File: src/rtl/alu_muldiv_seq.sv
// Multi-cycle sequencer for unsigned WIDTH x WIDTH multiply (shift-and-add)
// and WIDTH / WIDTH divide (restoring), driving an external combinational ALU.
// Result layout: MUL -> product, DIV -> {remainder, quotient}.
module alu_muldiv_seq #(
   parameter int WIDTH = 4
) (
   input  logic               clk,
   input  logic               rst_n,
   input  logic               start,
   input  logic               op,
   input  logic [WIDTH-1:0]   a_in,
   input  logic [WIDTH-1:0]   b_in,
   output logic               ready,
   output logic               done,
   output logic [2*WIDTH-1:0] result,
   output logic [WIDTH-1:0]   alu_a,
   output logic [WIDTH-1:0]   alu_b,
   output logic [2:0]         alu_ctl,
   input  logic [WIDTH-1:0]   alu_z,
   input  logic               alu_cout
);

   localparam int CW = (WIDTH > 1) ? $clog2(WIDTH) : 1;
   localparam logic [CW-1:0] CNT_LAST = CW'(WIDTH - 1);
   localparam logic [2:0] CTL_ADD = 3'b000;
   localparam logic [2:0] CTL_SUB = 3'b100;

   typedef enum logic [2:0] {
      S_IDLE,
      S_MADD,
      S_MSHR,
      S_DSHL,
      S_DSUB,
      S_DONE
   } state_t;

   state_t               state_q;
   logic [WIDTH-1:0]     acc_q;
   logic [WIDTH-1:0]     q_q;
   logic [WIDTH-1:0]     m_q;
   logic                 c_q;
   logic [CW-1:0]        cnt_q;
   logic [2*WIDTH-1:0]   result_q;
   logic                 restore_d;

   // Status flags and result decode straight from registered state.
   assign ready  = (state_q == S_IDLE);
   assign done   = (state_q == S_DONE);
   assign result = result_q;

   // A divide step keeps the difference when the shifted-out bit or the ALU
   // reports no borrow (the partial remainder was >= divisor).
   assign restore_d = c_q | alu_cout;

   // ALU operand/function drive: only the add and subtract states use the ALU.
   always_comb begin
      alu_a   = '0;
      alu_b   = '0;
      alu_ctl = CTL_ADD;
      case (state_q)
         S_MADD: begin
            alu_a   = acc_q;
            alu_b   = m_q;
            alu_ctl = CTL_ADD;
         end
         S_DSUB: begin
            alu_a   = acc_q;
            alu_b   = m_q;
            alu_ctl = CTL_SUB;
         end
         default: ;
      endcase
   end

   // Control FSM and datapath registers. result_q is loaded on the transition
   // into DONE with the final {ACC, Q}, so it is already valid while done=1.
   always_ff @(posedge clk or negedge rst_n) begin
      if (!rst_n) begin
         state_q  <= S_IDLE;
         acc_q    <= '0;
         q_q      <= '0;
         m_q      <= '0;
         c_q      <= 1'b0;
         cnt_q    <= '0;
         result_q <= '0;
      end else begin
         case (state_q)
            S_IDLE: begin
               if (start) begin
                  acc_q <= '0;
                  c_q   <= 1'b0;
                  cnt_q <= '0;
                  if (op) begin
                     q_q     <= a_in;
                     m_q     <= b_in;
                     state_q <= S_DSHL;
                  end else begin
                     m_q     <= a_in;
                     q_q     <= b_in;
                     state_q <= S_MADD;
                  end
               end
            end
            S_MADD: begin
               if (q_q[0]) begin
                  acc_q <= alu_z;
                  c_q   <= alu_cout;
               end else begin
                  c_q   <= 1'b0;
               end
               state_q <= S_MSHR;
            end
            S_MSHR: begin
               {acc_q, q_q} <= {c_q, acc_q, q_q[WIDTH-1:1]};
               c_q          <= 1'b0;
               if (cnt_q == CNT_LAST) begin
                  result_q <= {c_q, acc_q, q_q[WIDTH-1:1]};
                  state_q  <= S_DONE;
               end else begin
                  cnt_q   <= cnt_q + CW'(1);
                  state_q <= S_MADD;
               end
            end
            S_DSHL: begin
               {c_q, acc_q, q_q} <= {acc_q, q_q, 1'b0};
               state_q           <= S_DSUB;
            end
            S_DSUB: begin
               c_q <= 1'b0;
               if (restore_d) begin
                  acc_q  <= alu_z;
                  q_q[0] <= 1'b1;
               end
               if (cnt_q == CNT_LAST) begin
                  result_q <= restore_d ? {alu_z, q_q[WIDTH-1:1], 1'b1} : {acc_q, q_q};
                  state_q  <= S_DONE;
               end else begin
                  cnt_q   <= cnt_q + CW'(1);
                  state_q <= S_DSHL;
               end
            end
            S_DONE: begin
               state_q <= S_IDLE;
            end
            default: begin
               state_q <= S_IDLE;
            end
         endcase
      end
   end

endmodule

File: config.mk
export PLATFORM = sky130hd
export DESIGN_NAME = alu_muldiv_seq
export DESIGN_NICKNAME = d
export VERILOG_FILES = /design/src/rtl/alu_muldiv_seq.sv
export SDC_FILE = /design/constraint.sdc
export NUM_CORES = 1
export LEC_CHECK = 0
export ABC_AREA = 1
export BUFFER_PORTS_ARGS = -buffer_cell sky130_fd_sc_hd__buf_4
export CAP_MARGIN = 20
export CORE_UTILIZATION = 53
export CTS_CLUSTER_DIAMETER = 100
export CTS_CLUSTER_SIZE = 12
export DETAILED_ROUTE_END_ITERATION = 10
export HOLD_SLACK_MARGIN = 0.12
export PLACE_DENSITY = 0.79
export SLEW_MARGIN = 20
export SYNTH_ARGS = -nofsm -noshare
export SYNTH_HDL_FRONTEND = slang
export SYNTH_SLANG_ARGS = --single-unit
File: constraint.sdc
create_clock -name clk -period 1.98 [get_ports clk]
set_input_delay 0.396 -clock clk [delete_from_list [all_inputs] [get_ports clk]]
set_output_delay 0.396 -clock clk [all_outputs]
set_load 0.05 [all_outputs]
[Word level (Yosys, flattened, before mapping)]
Cells that the tools add are included.
Word-level totals
  input port bits: 17
  word-level logic and storage cells: 66
  register bits after elaboration: 26
  output and inout bits: 21
Operators by class
  mux-type cells: 28
  $add $sub $neg: 1
  reduce and logical (&&, ||, !) cells: 16
  bitwise gates (word level): 1
  equality and inequality tests: 12
Operators by type and width (count)
  $mux W4: 8
  $mux W8: 3
  $pmux W4 S5: 1
  $pmux W8 S2: 1
  $pmux W3 S5: 1
  $mux W3: 4
  $ne A2 B2 Y1 const B: 6
  $pmux W3 S3: 1
  $reduce_and A3 Y1: 3
  $pmux W1 S4: 2
  $reduce_bool A4 Y1: 2
  $eq A3 B2 Y1 const B: 2
  $eq A3 B3 Y1 const B: 2
  $mux W2: 3
  $reduce_and A2 Y1: 3
  $reduce_bool A5 Y1: 1
  $pmux W2 S2: 1
  $reduce_and A4 Y1: 1
  $reduce_bool A2 Y1: 2
  $reduce_or A2 Y1: 2
  $eq A3 B1 Y1 const B: 1
  $logic_not A3 Y1: 1
  $mux W1: 3
  $reduce_bool A3 Y1: 1
  other kinds (3): 3

[Logic depth before layout (Yosys ltp)]
  word-level depth: 4
  gate-level depth with buffers: 8
  mapped depth without buffers: 8

[Worst setup path before layout]
Ideal clock, no wire load.
  path type: reg2out
  start point: register state_q[1]
  end point: output port alu_a[0]
  arrival time: 1726 ps
  setup slack: -142 ps
  data required time: 1584 ps
  stages on the path, launching flop included: 7
  cell sequence: dfrtp_1 nor2_4 nand2_1 buf_4 nand2_2 inv_1 nor2_1
On the way
  longest elaborated chain between the ends: 3
  elaborated cells on any way between the ends: 4
  classes of those cells: eq/ne (2); mux (1); reduce/logical (1)
Ends and longest elaborated chain
  from (decl): line 37  | state_t state_q;
  from (signal assigned): line 79  | state_q <= S_IDLE;
  from (signal assigned): line 96  | state_q <= S_DSHL;
  from (signal assigned): line 100  | state_q <= S_MADD;
  $eq A3 B3 Y1 / $eq A3 B1 Y1 (equally long branches): line 60  | case (state_q)
  $reduce_or A2 Y1 (no line) *
  $mux W4 *: line 60
  to (decl): line 16  | output logic [WIDTH-1:0] alu_a,
Every way passes the cells marked *; elsewhere a longest branch is shown, timed or not.

[Worst setup path in the final report]
Ends and elaborated chain as after synthesis.

==> impl_metrics.json <==
{
  "outcome": "complete, but fails checks",
  "violations": "DRC, setup timing",
  "synth_xor_area_share_pct": 0,
  "start_kind": "register",
  "routedWlPerCell_um": 12.7,
  "min_path_type": "input port to register",
  "yosysUniqueCellTypes": 21,
  "netlist_area_um2": 1620,
  "antenna_found_initial": 0,
  "clock-sinks": 26,
  "initial_core_util_pct": 57.1,
  "hold_viol": 0,
  "hold_depth": 3,
  "multi_input_area_um2": 851,
  "grt_pass1_wl_um": 6740,
  "io_pins": 38,
  "endpoint_kind": "output pin",
  "synth_top_area_share_pct": 40.2,
  "dr.pass1.iters": 7,
  "grt_max_degree": 27,
  "ys.flop_type": "dfrtp_1",
  "path_common_cell": "nand2_2",
  "worst-path-stages": 7,
  "instances_no_fill": 330,
  "area_growth_syn_to_layout_pct": 33.0,
  "synth-simple-area-share_pct": 41.3,
  "crit_chain": "nor2_4, nand2_2, nand2_2, clkinvlp_4, buf_12, nor2_2, buf_6",
  "path_delay_family": "flip-flops",
  "synth_seq_cells": 26,
  "cp.arrival_ps": 1660,
  "path_class": "register to output pin",
  "synth-compound-area-share_pct": 7.12,
  "fin_tns_setup_ps": -497,
  "finalSetupViolCount": 8,
  "slowest_delay_ps": 480,
  "rsz0062_at_grt": "true",
  "path_buf_inv": 3,
  "pre_cts_slack_ps": 251,
  "place_area_um2": 1900,
  "remaining_drc_errors": 6,
  "power_density_nw_per_um2": 1700,
  "n_antenna_cell": 0,
  "die_y_um": 57.2,
  "ff2ff_path_depth": 8,
  "synth.area.top_cells": "dfrtp_1 (40%), nand2_1 (26%), inv_1 (7.4%)",
  "fin_worst_skew_ps": 4.25,
  "slowest_stage": "dfrtp_2",
  "drv_slew": 0,
  "dr_wl_met3_um": 336,
  "clkTransAtPathRegs_ps": 140,
  "yosys.area_share.adder_pct": 0.774,
  "fillers": 219,
  "synth_cells": 252,
  "required_ps": 1580,
  "grt_pass1_vias": 1568,
  "worst_slack_ps": -78.9,
  "grt-ovfl-total": 0,
  "drt-met1-wl_um": 1870,
  "coreArea_um2": 2830,
  "seq_area_frac_synth_pct": 40.2,
  "clkLatencyLatePin_ps": 320,
  "synth_top_area_cell": "dfrtp_1",
  "drive_gt1_share_pct": 25.8,
  "finalCritPeriodShare_pct": 104,
  "synthTopCellsByCount": "nand2_1 (112), inv_1 (32), nor2_1 (28), dfrtp_1 (26), nand3_1 (15)",
  "yosys_warnings": 0,
  "nets": 318,
  "tritoncts": "done",
  "dr_total_vias": 1701,
  "fp.dieW_um": 57.2,
  "wl_um": 4200,
  "drtAntennaViolNets": 0,
  "dr.max_layer_used": "met4",
  "dieArea_um2": 3270,
  "synth-edff-count": 0,
  "placed_cells": 315,
  "placement.io_buffers": 35,
  "wl_met2_um": 1890,
  "cts_buffers": 3,
  "cap_violations": 0,
  "cts_max_path_buffers": 2,
  "crit_fanout": 8,
  "root_buffer": "clkbuf_4",
  "synthMostInstantiatedCell": "nand2_1",
  "avgViaCountPerCell": 5.15,
  "ys_async_sr_fraction_pct": 100,
  "p_leak_nw": 1.23,
  "gp_congestion": 1.00,
  "synth_top_family_by_area": "simple AND/OR/NAND/NOR gates",
  "cts_max_level": 1,
  "synthMuxAreaShare_pct": 0,
  "postLayoutCellArea_um2": 2150,
  "max_freq_mhz": 486,
  "rows": 19,
  "drt_iter0_markers": 97,
  "hpwl_um": 2820,
  "hold_ws_ps": 370,
  "max-vdd-ir-drop_mv": 0.999,
  "fin_crit_ps": 2060,
  "grt_util_all_layers_pct": 26.3,
  "synth.avg_cell_area_um2": 6.41,
  "seqCellArea_um2": 654
}
where the power goes:
group	switching [mW]	leakage (nW)	internal, mW
clock	0.160	0.0279	0.205
sequential	0.184	0.332	0.753
combinational	1.53	0.865	0.820
total	1.87	1.23	1.78
registers in the layout, indices dropped and copies added, names as in the netlist:
register,flops
acc_q,4
m_q,4
cnt_q,2
q_q,4
state_q,3
c_q,1
result,8
stage by stage:
stage	power, mW	util, %
floorplan	2.30	-
global placement	2.79	67.1
detailed placement	2.81	67.1
CTS	3.37	72.7
global route	3.91	76.0
finish	3.65	76.0
layout by cell type (no fill, tap or decap), drive strengths merged:
| master | count |
|---|---|
| nand2 | 114 |
| buf | 47 |
| inv | 32 |
| nor2 | 29 |
| dfrtp | 26 |
| nand3 | 17 |
| o21ai | 15 |
| o211ai | 4 |
| clkbuf | 3 |
| a21oi | 2 |
| conb | 2 |
| clkinv | 1 |
| clkinvlp | 1 |
| nor3 | 1 |
| nand3b | 1 |
| nand4 | 1 |
| ha | 1 |
| bufinv | 1 |
| dlygate4sd3 | 1 |
worst min-delay path: stages:
cell      delay (ps)
buf_4             90
nand4_1           80
o211ai_1         100
cell families after synthesis:
group           Yosys count
buf+inv                  40
simple gates            163
fa+ha+maj                 1
flops                    26
compound gates           21
other cells               1
layout make-up:
| class | count | area share [%] |
|---|---|---|
| Sequential cell | 26 | 30.4 |
| Multi-Input combinational cell | 187 | 39.6 |
| Clock buffer | 3 | 1.05 |
| Timing Repair Buffer | 48 | 19.4 |
| Tap cell | 31 | 1.80 |
| Inverter | 34 | 6.34 |
| Clock inverter | 1 | 1.40 |
layer usage:
layer / vias to the layer above / GRT usage, %
met5: - / 0
met4: 0 / 6.27
met3: 8 / 5.67
met2: 79 / 42.9
met1: 753 / 35.9
li1: 861 / -
worst paths after layout:
check | startpoint | endpoint | slack, ps
hold reg to reg | result[2] | result[2] | 500
setup / recovery | state_q[1] | alu_a[0] | -80
setup reg to reg | state_q[1] | result[7] | 370
max in group asynchronous | rst_n | state_q[1] | 1230
min in group asynchronous | rst_n | m_q[0] | 490
hold / removal | alu_cout | c_q | 370
timing repair:
| item | in CTS | in global routing |
|---|---|---|
| setup endpoints to repair | 9 | 11 |
| hold buffers | 1 | 0 |
| endpoints found under the hold margin | 26 | 0 |
| pin swaps | 2 | 2 |
| resized for setup | 11 | 23 |
| buffers inserted | 9 | 1 |
No activity file was read; power rests on OpenSTA's default activity.
